**src/rtl/mips_pkg.sv**
```systemverilog
// Shared encodings and constants for the EX-stage multiply/divide unit.
package mips_pkg;

  typedef enum logic [1:0] {
    MD_OP_MULT  = 2'b00,
    MD_OP_MULTU = 2'b01,
    MD_OP_DIV   = 2'b10,
    MD_OP_DIVU  = 2'b11
  } md_op_e;

  typedef enum logic [1:0] {
    MD_IDLE = 2'b00,
    MD_RUN  = 2'b01,
    MD_FIX  = 2'b10
  } md_state_e;

  localparam int MD_MAX_WIDTH = 64;
  // LO value written on divide by zero; sliced down to the unit's data width.
  localparam logic [MD_MAX_WIDTH-1:0] MD_DIV0_LO = {MD_MAX_WIDTH{1'b1}};

  function automatic logic md_op_signed(input logic [1:0] op);
    return ~op[0];
  endfunction

  function automatic logic md_op_is_div(input logic [1:0] op);
    return op[1];
  endfunction

endpackage

```
**src/rtl/md_iter_core.sv**
```systemverilog
// One radix-2 step: shift-add for multiply, restoring shift-subtract for divide.
module md_iter_core #(
  parameter int DATA_WIDTH = 32
) (
  input  logic                  is_div,
  input  logic [DATA_WIDTH-1:0] acc_hi,
  input  logic [DATA_WIDTH-1:0] acc_lo,
  input  logic [DATA_WIDTH-1:0] operand,
  output logic [DATA_WIDTH-1:0] acc_hi_next,
  output logic [DATA_WIDTH-1:0] acc_lo_next
);

  localparam int W = DATA_WIDTH;

  logic [W:0] add_s;
  logic [W:0] shifted_s;
  logic [W:0] diff_s;

  // acc_hi holds the product upper half or the partial remainder; acc_lo the
  // multiplier bits still to consume or the dividend bits / quotient.
  always_comb begin
    add_s       = {1'b0, acc_hi} + (acc_lo[0] ? {1'b0, operand} : {(W+1){1'b0}});
    shifted_s   = {acc_hi, acc_lo[W-1]};
    diff_s      = shifted_s - {1'b0, operand};
    acc_hi_next = acc_hi;
    acc_lo_next = acc_lo;
    if (is_div) begin
      // Borrow out of the W+1 bit subtract means the divisor did not fit.
      if (diff_s[W]) begin
        acc_hi_next = shifted_s[W-1:0];
        acc_lo_next = {acc_lo[W-2:0], 1'b0};
      end else begin
        acc_hi_next = diff_s[W-1:0];
        acc_lo_next = {acc_lo[W-2:0], 1'b1};
      end
    end else begin
      acc_hi_next = add_s[W:1];
      acc_lo_next = {add_s[0], acc_lo[W-1:1]};
    end
  end

endmodule

```
**src/rtl/mult_div_unit.sv**
```systemverilog
// Iterative MULT/MULTU/DIV/DIVU unit owning HI/LO; 1 start + W iterations + 1 fix-up cycle.
module mult_div_unit
  import mips_pkg::*;
#(
  parameter int DATA_WIDTH = 32,
  parameter int CNT_WIDTH  = 6
) (
  input  logic                  i_clk,
  input  logic                  i_rst_n,
  input  logic                  i_MdStartE,
  input  logic [1:0]            i_MdOpE,
  input  logic [DATA_WIDTH-1:0] i_SrcAE,
  input  logic [DATA_WIDTH-1:0] i_SrcBE,
  input  logic                  i_MthiE,
  input  logic                  i_MtloE,
  input  logic                  i_HiLoAccessD,
  output logic                  o_BusyE,
  output logic                  o_MdStallD,
  output logic                  o_DoneE,
  output logic [DATA_WIDTH-1:0] o_Hi,
  output logic [DATA_WIDTH-1:0] o_Lo
);

  localparam int W = DATA_WIDTH;
  localparam logic [CNT_WIDTH-1:0] LAST_CNT = CNT_WIDTH'(W - 1);

  md_state_e             state_r, state_nx;
  logic [CNT_WIDTH-1:0]  cnt_r;
  logic [W-1:0]          acc_hi_r, acc_lo_r, opnd_r;
  logic [W-1:0]          acc_hi_step_s, acc_lo_step_s;
  logic [W-1:0]          hi_r, lo_r, hi_nx, lo_nx;
  logic                  is_div_r, sign_q_r, sign_rem_r, div0_r;
  logic                  busy_r, busy_nx, done_r, done_nx;
  logic                  op_signed_s, op_div_s;
  logic [W-1:0]          mag_a_s, mag_b_s;
  logic [2*W-1:0]        prod_s, prod_fix_s;
  logic [W-1:0]          quot_fix_s, rem_fix_s;

  function automatic logic [W-1:0] abs_if(input logic [W-1:0] v, input logic en);
    return (en && v[W-1]) ? -v : v;
  endfunction

  md_iter_core #(.DATA_WIDTH(W)) u_core (
    .is_div      (is_div_r),
    .acc_hi      (acc_hi_r),
    .acc_lo      (acc_lo_r),
    .operand     (opnd_r),
    .acc_hi_next (acc_hi_step_s),
    .acc_lo_next (acc_lo_step_s)
  );

  // Operand conditioning and final sign correction.
  always_comb begin
    op_signed_s = md_op_signed(i_MdOpE);
    op_div_s    = md_op_is_div(i_MdOpE);
    mag_a_s     = abs_if(i_SrcAE, op_signed_s);
    mag_b_s     = abs_if(i_SrcBE, op_signed_s);
    prod_s      = {acc_hi_r, acc_lo_r};
    prod_fix_s  = sign_q_r ? -prod_s : prod_s;
    quot_fix_s  = sign_q_r ? -acc_lo_r : acc_lo_r;
    rem_fix_s   = sign_rem_r ? -acc_hi_r : acc_hi_r;
  end

  // Next-state and registered-output decode.
  always_comb begin
    state_nx = state_r;
    done_nx  = 1'b0;
    case (state_r)
      MD_IDLE: begin
        if (i_MdStartE) state_nx = MD_RUN;
        else            state_nx = MD_IDLE;
      end
      MD_RUN: begin
        if (cnt_r == LAST_CNT) state_nx = MD_FIX;
        else                   state_nx = MD_RUN;
      end
      MD_FIX: begin
        state_nx = MD_IDLE;
        done_nx  = 1'b1;
      end
      default: state_nx = MD_IDLE;
    endcase
    busy_nx = (state_nx != MD_IDLE);
  end

  // HI/LO update: op result in FIX, mthi/mtlo only in IDLE when no op starts.
  always_comb begin
    hi_nx = hi_r;
    lo_nx = lo_r;
    if (state_r == MD_FIX) begin
      if (is_div_r) begin
        hi_nx = rem_fix_s;
        lo_nx = div0_r ? MD_DIV0_LO[W-1:0] : quot_fix_s;
      end else begin
        hi_nx = prod_fix_s[2*W-1:W];
        lo_nx = prod_fix_s[W-1:0];
      end
    end else if ((state_r == MD_IDLE) && !i_MdStartE) begin
      if (i_MthiE) hi_nx = i_SrcAE;
      else         hi_nx = hi_r;
      if (i_MtloE) lo_nx = i_SrcAE;
      else         lo_nx = lo_r;
    end else begin
      hi_nx = hi_r;
      lo_nx = lo_r;
    end
  end

  // State, status and architectural register update.
  always_ff @(posedge i_clk or negedge i_rst_n) begin
    if (!i_rst_n) begin
      state_r <= MD_IDLE;
      busy_r  <= 1'b0;
      done_r  <= 1'b0;
      hi_r    <= '0;
      lo_r    <= '0;
    end else begin
      state_r <= state_nx;
      busy_r  <= busy_nx;
      done_r  <= done_nx;
      hi_r    <= hi_nx;
      lo_r    <= lo_nx;
    end
  end

  // Iteration datapath; multiply keeps multiplier in acc_lo, divide keeps dividend there.
  always_ff @(posedge i_clk or negedge i_rst_n) begin
    if (!i_rst_n) begin
      cnt_r      <= '0;
      acc_hi_r   <= '0;
      acc_lo_r   <= '0;
      opnd_r     <= '0;
      is_div_r   <= 1'b0;
      sign_q_r   <= 1'b0;
      sign_rem_r <= 1'b0;
      div0_r     <= 1'b0;
    end else begin
      case (state_r)
        MD_IDLE: begin
          if (i_MdStartE) begin
            cnt_r      <= '0;
            acc_hi_r   <= '0;
            acc_lo_r   <= op_div_s ? mag_a_s : mag_b_s;
            opnd_r     <= op_div_s ? mag_b_s : mag_a_s;
            is_div_r   <= op_div_s;
            sign_q_r   <= op_signed_s && (i_SrcAE[W-1] ^ i_SrcBE[W-1]);
            sign_rem_r <= op_signed_s && i_SrcAE[W-1];
            div0_r     <= op_div_s && (i_SrcBE == '0);
          end
        end
        MD_RUN: begin
          acc_hi_r <= acc_hi_step_s;
          acc_lo_r <= acc_lo_step_s;
          cnt_r    <= cnt_r + CNT_WIDTH'(1);
        end
        default: begin
          cnt_r <= cnt_r;
        end
      endcase
    end
  end

  assign o_BusyE    = busy_r;
  assign o_DoneE    = done_r;
  assign o_Hi       = hi_r;
  assign o_Lo       = lo_r;
  assign o_MdStallD = busy_r & i_HiLoAccessD;

endmodule

```
**config.mk**
```make
export PLATFORM = sky130hd
export DESIGN_NAME = mult_div_unit
export DESIGN_NICKNAME = d
export VERILOG_FILES = /design/src/rtl/mips_pkg.sv /design/src/rtl/md_iter_core.sv /design/src/rtl/mult_div_unit.sv
export SDC_FILE = /design/constraint.sdc
export NUM_CORES = 1
export LEC_CHECK = 0
export CORE_MARGIN = 3
export CORE_UTILIZATION = 64
export CTS_BUF_LIST = sky130_fd_sc_hd__clkbuf_16
export DETAILED_ROUTE_END_ITERATION = 8
export PLACE_DENSITY = 0.88
export SKIP_LAST_GASP = 1
export SLEW_MARGIN = 25
export SYNTH_ARGS = -nofsm -noshare
export SYNTH_HDL_FRONTEND = slang
export SYNTH_SLANG_ARGS = --single-unit
export TNS_END_PERCENT = 20
```
**constraint.sdc**
```tcl
create_clock -name i_clk -period 9.5 [get_ports i_clk]
set_input_delay 1.9 -clock i_clk [delete_from_list [all_inputs] [get_ports i_clk]]
set_output_delay 1.9 -clock i_clk [all_outputs]
set_load 0.02 [all_outputs]
```
# Word level (Yosys, flattened, before mapping)
# Index checks and enable logic that the tools add are counted.
totals:
  register_bits: 174
  inputBits: 72
  output_inout_bits: 67
  elab_cells: 76
op_classes:
  addsub: 8
  eq_ne: 4
  mux: 31
  n_bitwise: 3
  n_reduce_logical: 17
op_table:
  columns: ["op", "count"]
  rows:
  - ["2-to-1 mux 32 bit", 21]
  - ["negator 32 bit", 4]
  - ["one-hot mux 32 bit (2 select lines)", 2]
  - ["2-to-1 mux 64 bit", 1]
  - ["negator 64 bit", 1]
  - ["adder 32 x 33 -> 33 bit", 1]
  - ["subtractor 33 x 32 -> 33 bit", 1]
  - ["zero test 32 bit", 1]
  - ["one-hot mux 6 bit (2 select lines)", 1]
  - ["nonzero test 2 bit", 5]
  - ["AND reduction 2 bit", 4]
  - ["adder 6 x 1 -> 6 bit (second input constant)", 1]
  - ["== test 6 x 5 -> 1 bit (second input constant)", 1]
  - ["2-to-1 mux 6 bit", 1]
  - ["logical AND 1 bit", 5]
  - ["one-hot mux 2 bit (2 select lines)", 1]
  - ["2-to-1 mux 1 bit", 3]
  - ["== test 2 x 1 -> 1 bit (second input constant)", 1]
  - ["== test 2 bit (second input constant)", 1]
  - ["zero test 2 bit", 1]
  - ["2-to-1 mux 2 bit", 1]
  - ["!= test 2 bit (second input constant)", 1]
  - ["bitwise AND 1 bit", 1]
  - ["zero test 1 bit", 1]
  - ["other kinds (2)", 2]

# Depth between registers and ports, before layout
# Gate-level depths: netlist of the first run.
logic_depth:
  ltp_word: 6
  ltp_mapped: 14

# By module
# From an unflattened synthesis of the first run, not the netlist that was laid out.
unflattened:
  cells_unflattened: 1907
  area_unflattened_um2: 15493.6
modules_own_cells:
  columns: ["mod", "instances", "cells_each", "area_each_um2", "seq_area_each_um2"]
  rows:
  - ["mult_div_unit", 1, 1219, 10672.7, 4354.2]
  - ["md_iter_core", 1, 688, 4820.9, 0.0]

# Worst setup path after synthesis of the first run
# No wires, ideal clock.
synth_timing:
  kind: "input port to flip-flop"
  startpoint: "in i_SrcBE[0]"
  endpoint: "reg acc_lo_r[22]"
  setup_ns: 0.133
  t_arrival_ns: 4.113
  required_ns: 9.367
  slack_ns: 5.254
  stages: 12
  path_buffers: 1
  path_cell_list: "inv_1 > ha_1 > nor4b_1 > or3b_2 > nor3_1 > and2_1 > clkbuf_1 > a21oi_1 > xnor2_1 > o22ai_1 > a21oi_1 > o21ai_0"
synth_between:
  elab_chain_len: 5
synth_rtl:
  columns: ["element", "line_no", "rtl"]
  rows:
  - ["start, declared", "mult_div_unit.sv:13", "input logic [DATA_WIDTH-1:0] i_SrcBE,"]
  - ["negator 32 bit", "mult_div_unit.sv:40", "return (en && v[W-1]) ? -v : v;"]
  - ["2-to-1 mux 32 bit", "mult_div_unit.sv:40", null]
  - ["2-to-1 mux 32 bit", "mult_div_unit.sv:143", "acc_lo_r <= op_div_s ? mag_a_s : mag_b_s;"]
  - ["2-to-1 mux 32 bit", "mult_div_unit.sv:140", "if (i_MdStartE) begin"]
  - ["one-hot mux 32 bit (2 select lines)", "mult_div_unit.sv:138", "case (state_r)"]
  - ["end signal, assigned", "mult_div_unit.sv:143", null]
  - ["end signal, assigned", "mult_div_unit.sv:153", "acc_lo_r <= acc_lo_step_s;"]
  - ["end, declared", "mult_div_unit.sv:29", "logic [W-1:0] acc_hi_r, acc_lo_r, opnd_r;"]
# No other way between the ends. The select of a mux whose other input is x is not followed.
# A chain may end at the register's enable or synchronous reset.

# Worst setup path after layout of the first run
layout_timing:
  startpoint: "in i_HiLoAccessD"
  endpoint: "out o_MdStallD"
layout_between:
  elab_chain_len: 1
layout_rtl:
  columns: ["element", "line_no", "rtl"]
  rows:
  - ["start, declared", "mult_div_unit.sv:16", "input logic i_HiLoAccessD,"]
  - ["bitwise AND 1 bit", "mult_div_unit.sv:167", "assign o_MdStallD = busy_r & i_HiLoAccessD;"]
  - ["end, declared", "mult_div_unit.sv:18", "output logic o_MdStallD,"]
# No other way between the ends.

==> metrics.txt, run 1 <==
Top delay family on crit path=buffers and inverters; RSZ-0062 raised after global routing=false; synthesized net count=2110; Data required, critical path=7.60 ns; # setup viols final=0; Core ar.=0.0228 mm²; clk root buf=clkbuf_16; H-tree depth=4; vias per cell=6.88; crit share post-route=between 50% and 60%; layout filler cell count=around 1800; f_max=201 MHz; cts hold-fix bufs=0; Area Growth Syn to Fin=13.3%; P_leak=6.97 nW; # resized after CTS=0; slowest CP cell=clkdlybuf4s50_1; deepest clock path buffer count=2; DP Worst Slack=4.29 ns; postcts setup bufs=0; EDFF count, synth=0; Synth warnings=0; Max Cap Viol=0; WL final=roughly 54 mm; WS Path Type=input pin to output port; first-pass GRT wire length=82.6 mm; Wirelength per Cell=23.2 µm; syn avg cell area=roughly 7.6 µm²; IO Port Bufs=138; vias in the first global route=14683; First-pass DRT Iterations=8; crit-path most repeated cell=clkdlybuf4s50_1; worst-path fanout max=1; Power Dens Cells=between 300 and 400 mW/mm²; post-synthesis register bit count=roughly 170; io pins=139; Setup Total Neg Slack=0 ns; clk slew on worst S/H paths=0.07 ns; final count of hold timing violations=0; global route overflow=0; status=finished clean; clock sinks=roughly 170; Syn Inst Count=~2000; CTS tree=done; total CTS buffers=17; Power Total=6.77 mW; drt drc=0; clk_lat worst skew=0.45 ns; area of the mapped netlist=around 0.015 mm²; Die Span Y=159 µm; GRT Util Overall=~40%; dpl hpwl=about 40 mm; post-route ant nets=0; CP Buf/Inv Count=2; GP Congestion=roughly 1.0; Slew headroom=a little over a quarter; largest net degree at the start of global routing=93; First DRT Iteration DRCs=~2200; Least-Margin Pin Slew=1.10 ns; Antenna diodes=0; CP cell instances=clkdlybuf4s50_1 -> and2_1 -> clkdlybuf4s50_1; Synth Flop Type=dfrtp_1; share of cells above drive strength 1=under 10%; post-synthesis sequential area ratio=roughly 29%; Final nets=2154; maximum vdd ir drop=0.324 mV; final setup margin=4.54 ns; initial antenna violation count=0; Site Rows=55; Startpoint Class=input pin; asr flop ratio synth=100%; final worst clock skew=0.0188 ns; Starting Density=65.7%; die width=159 µm; Cell variety after synth=79; Critical Path AT=3.06 ns; total number of vias=between 15000 and 20000; Critical Path End Type=output port; count of pins over their slew limit=0; die area=0.0253 mm²; fin crit period=4.96 ns; worst hold path type=flip-flop to flip-flop; setup slack, reg-to-reg=5.39 ns; delay of the slowest critical-path stage=0.60 ns
[sequential cells by signal, summed over array words and instances, names as in the netlist, 2 cells and up]
name      flops
acc_hi_r     32
acc_lo_r     32
cnt_r         6
o_Hi         32
o_Lo         32
opnd_r       32
state_r       2
[cell type report]
type / count / area [µm²] / area share (%)
clock buffer: 17 / 425 / 2.50
clock inverter: 15 / 143 / 0.839
inverter: 69 / 259 / 1.52
multi-input combinational: 1597 / 9950 / 58.5
sequential: 174 / 4360 / 25.6
tap: 313 / 392 / 2.30
timing repair buffer: 152 / 1490 / 8.74
[per-stage QoR]
stage	hold slack, ns	std cells	instance area, µm²	utilization, %
after floorplan	0.449	1967	15000	-
after global placement	0.460	2305	16400	71.9
after detailed placement	0.466	2305	16400	71.9
after CTS	0.483	2337	17000	74.4
after global routing	0.515	2337	17000	74.4
final	0.479	2337	17000	74.4
[placed cells by master (no fill, tap or decap), types with 15 or more instances in the layout]
| cell | netlist | routed |
|---|---|---|
| nand3_1 | 27 | 27 |
| nand2b_1 | 22 | 21 |
| nand2_1 | 211 | 210 |
| a31oi_1 | 19 | 19 |
| a211oi_1 | 15 | 15 |
| and3_1 | 16 | 16 |
| clkbuf_16 | 0 | 17 |
| o21ai_0 | 248 | 248 |
| nor2_1 | 174 | 173 |
| mux2i_1 | 47 | 47 |
| a22oi_1 | 22 | 22 |
| a21o_1 | 21 | 21 |
| inv_1 | 68 | 67 |
| xnor2_1 | 96 | 96 |
| dfrtp_1 | 174 | 173 |
| nor3_1 | 33 | 33 |
| o31ai_1 | 25 | 25 |
| a21oi_1 | 196 | 196 |
| xor2_1 | 71 | 71 |
| or4_1 | 16 | 16 |
| o22ai_1 | 36 | 36 |
| clkdlybuf4s50_1 | 0 | 136 |
| o211ai_1 | 17 | 17 |
| nor4_1 | 27 | 27 |
| or3_1 | 20 | 20 |
| ha_1 | 69 | 69 |
[synth_stat cells (all sizes together), types with 8 or more instances]
library cell	number	area [µm²]
a211oi	15	113
a21o	21	158
a21oi	196	981
a22oi	22	165
a31oi	19	119
and2	14	87.6
and3	16	100
buf	10	40.0
clkbuf	117	439
dfrtp	174	4350
ha	69	863
inv	69	259
mux2i	47	470
nand2	211	792
nand2b	22	138
nand3	28	145
nand4	12	81.3
nor2	175	659
nor2b	13	81.3
nor3	33	165
nor4	28	181
o211ai	17	128
o21a	8	60.1
o21ai	255	1280
o221ai	11	103
o22a	12	105
o22ai	36	225
o31ai	25	188
or3	21	136
or4	17	131
xnor2	96	841
xor2	71	622
[worst register-to-register path, delay by kind of cell, from the launching register on]
kind	cells	cell delay, ns
compound gates	6	1.74
xor+xnor	1	0.17
fa+ha+maj	1	0.41
buf+inv	2	0.52
flops	1	0.46
simple gates	3	0.71
[worst paths after layout]
path                           endpoint           from  cells after the start
setup reg to reg           acc_hi_r[30]    acc_lo_r[0]                     13
min in group asynchronous       o_Hi[8]        i_rst_n                      1
max in group asynchronous    opnd_r[17]        i_rst_n                      2
hold reg to reg              opnd_r[19]     opnd_r[19]                      1
setup / recovery             o_MdStallD  i_HiLoAccessD                      3
hold / removal               opnd_r[19]     opnd_r[19]                      1
[cell families after synthesis]
logic type	count (synthesis)	synth area share [%]
xor+xnor	167	9.74
simple gates	613	19.3
compound gates	697	27.8
fa+ha+maj	71	6.02
buf+inv	196	4.92
flops	174	29.0
mux	49	3.28
[routing by layer]
layer	up-vias	track usage, %	share of wire, %
li1	7205	-	-
met1	7572	54.2	38
met2	1090	60.7	43
met3	207	12.3	14
met4	0	21.6	5.9
met5	-	0	0
[report_power, final]
group	switching, mW	leakage (nW)	internal, mW
clock	0.362	0.279	0.351
combinational	2.61	4.55	1.80
sequential	0.553	2.15	1.09
Power figures use the tool's default switching activity.
==> run 2: changes to the inputs <==
--- a/config.mk
+++ b/config.mk
@@ -6,10 +6,10 @@
 export NUM_CORES = 1
 export LEC_CHECK = 0
 export CORE_MARGIN = 3
-export CORE_UTILIZATION = 64
+export CORE_UTILIZATION = 54
 export CTS_BUF_LIST = sky130_fd_sc_hd__clkbuf_16
 export DETAILED_ROUTE_END_ITERATION = 8
-export PLACE_DENSITY = 0.88
+export PLACE_DENSITY = 0.79
 export SKIP_LAST_GASP = 1
 export SLEW_MARGIN = 25
 export SYNTH_ARGS = -nofsm -noshare
==> constraint.sdc (replaced) <==
create_clock -name i_clk -period 4.4 [get_ports i_clk]
set_input_delay 0.88 -clock i_clk [delete_from_list [all_inputs] [get_ports i_clk]]
set_output_delay 0.88 -clock i_clk [all_outputs]
set_load 0.02 [all_outputs]
==> run 2 against run 1 <==
  * Non-clock buffer count increased by 43
  * First-iteration DRC count up 9.1%
  * Sequential share of layout area decreased by 0.59 points
  * Global-route usage shrank 4.3 points
  * Utilization down 10 points
  * Clock skew down 0.00094 ns
  * Worst setup slack worse by 4.0 ns
  * Cell count increased by 4.4%
==> metrics.txt, run 2 (synthesis gave the netlist of run 1 again) <==
status=finished clean; First-pass DRT Iterations=6; # setup viols final=0; Core Util, Final=64.1%; power share of the sequential group=22.3%; commonest non-fill, non-tap cell in the layout=o21ai_0; Slew headroom=24.4%; commonest non-fill, non-tap cells in the layout=o21ai_0, nand2_1, a21oi_1; share of cells above drive strength 1=5.71%; H-tree depth=4; count of pins over their slew limit=0; First DRT Iteration DRCs=2406; WL final=56.4 mm; Power Total=14.9 mW; Critical Path End Type=flip-flop; largest net degree at the start of global routing=92; Power Dens Cells=854 mW/mm²; cts hold-fix bufs=0; dpl hpwl=42.5 mm; post-route ant nets=0; final std cells w/o fill=2439; f_max=261 MHz; final count of hold timing violations=0; clk slew on worst S/H paths=approximately 0.08 ns; Site Rows=60; Startpoint Class=flip-flop; dpl cell area=around 0.017 mm²; GRT Util Overall=roughly 37%; global route overflow=0; drt drc=0; total CTS buffers=17; Final Cell Area=0.0174 mm²; placed insts=about 2400; Setup Total Neg Slack=0 ns; Wirelength per Cell=23.1 µm; Antenna diodes=0; crit-path most repeated cell=a21oi_1; maximum vdd ir drop=~0.53 mV; GP Congestion=0.990; WHS Path Cells=2; worst-path fanout max=28; WS Path Type=flip-flop to flip-flop; setup slack, reg-to-reg=between 0.5 and 0.6 ns; clk root buf=clkbuf_16; P_leak=approximately 7.2 nW; Core ar.=0.0272 mm²; sw frac=between 50% and 60%; CP cell instances=ha_1 -> a21oi_1 -> nand2_1 -> o21ai_0 -> a21oi_1 -> o2111a_1 -> o221ai_4 -> buf_12 -> buf_4 -> nor2_1 -> a21oi_1 -> o221ai_1; total number of vias=16037; Critical Path AT=4.10 ns; first-pass GRT wire length=86.7 mm; # resized after CTS=0; io pins=between 100 and 150; cell count of the worst reg-to-reg path=12; vias per cell=between 6 and 7; initial antenna violation count=1; Area Growth Syn to Fin=15.9%; IO Port Bufs=between 100 and 150; final worst clock skew=~0.018 ns; DP Worst Slack=0.429 ns; clock sinks=174; vias in the first global route=15039; fin crit period=3.83 ns; hold_ws=0.482 ns; clock share of power=9.9%; die width=173 µm; final setup margin=0.574 ns; Max Cap Viol=0; NetSw=7.68 mW; die area=0.0298 mm²; Least-Margin Pin Slew=1.13 ns; clk_lat worst skew=0.45 ns; Final nets=2197; Power Internal=between 7 and 8 mW; Data required, critical path=4.67 ns; crit share post-route=86.9%; delay of the slowest critical-path stage=0.49 ns; CTS tree=done; deepest clock path buffer count=2; Die Span Y=173 µm; RSZ-0062 raised after global routing=false; layout filler cell count=2441; Starting Density=55.3%; slowest CP cell=dfrtp_1; Comb power frac=67.8%; worst hold path type=flip-flop to flip-flop; postcts setup bufs=0
[run 2: cell types whose count changed in the layout (fill, tap and decap cells not counted), moves of 2 or more]
cell      before  now
inv_6          5    3
inv_8          6    1
buf_4         13   54
nor2_2         2    4
clkinv_4       0    6
buf_12         0    3
nor2_1       173  171
[run 2: worst max-delay path: cells and delay by family (launching register included)]
kind            cells  cell delay, ns
simple gates        2            0.16
fa+ha+maj           1            0.43
flops               1            0.49
buf+inv             2            0.49
compound gates      7            2.06
[run 2: per-layer routing]
layer / wire length (µm) / GRT usage [%] / share of wire (%) / vias to the layer above
met3: 6360 / 8.19 / 11 / 176
li1: - / - / - / 7284
met5: 0 / 0 / 0 / -
met2: 24300 / 55.8 / 43 / 999
met4: 2840 / 16.9 / 5.0 / 0
met1: 22900 / 49.8 / 41 / 7578
[run 2: area by class of cell]
type,count,area [µm²],area share (%)
inverter,69,259,1.49
sequential,174,4360,25.0
tap,372,465,2.67
clock buffer,17,425,2.44
timing repair buffer,195,1840,10.6
clock inverter,15,114,0.654
multi-input combinational,1597,9950,57.1
[run 2: worst paths after layout]
path,from,end
worst max-delay path,acc_hi_r[6],acc_hi_r[15]
worst min-delay path,opnd_r[15],opnd_r[15]
worst max register to register,acc_hi_r[6],acc_hi_r[15]
worst min register to register,opnd_r[15],opnd_r[15]
max in group asynchronous,i_rst_n,acc_lo_r[10]
min in group asynchronous,i_rst_n,o_Hi[4]
[run 2: power by group through the flow]
| stage | clock network (mW) | logic [mW] | registers (mW) |
|---|---|---|---|
| 2_1_floorplan | 0 | 6.73 | 3.24 |
| 6_report | 1.47 | 10.1 | 3.31 |
| 4_1_cts | 1.47 | 9.90 | 3.25 |
| 3_3_place_gp | 0 | 9.69 | 3.24 |
| 3_5_place_dp | 0 | 9.85 | 3.28 |
| 5_1_grt | 1.52 | 11.0 | 3.37 |
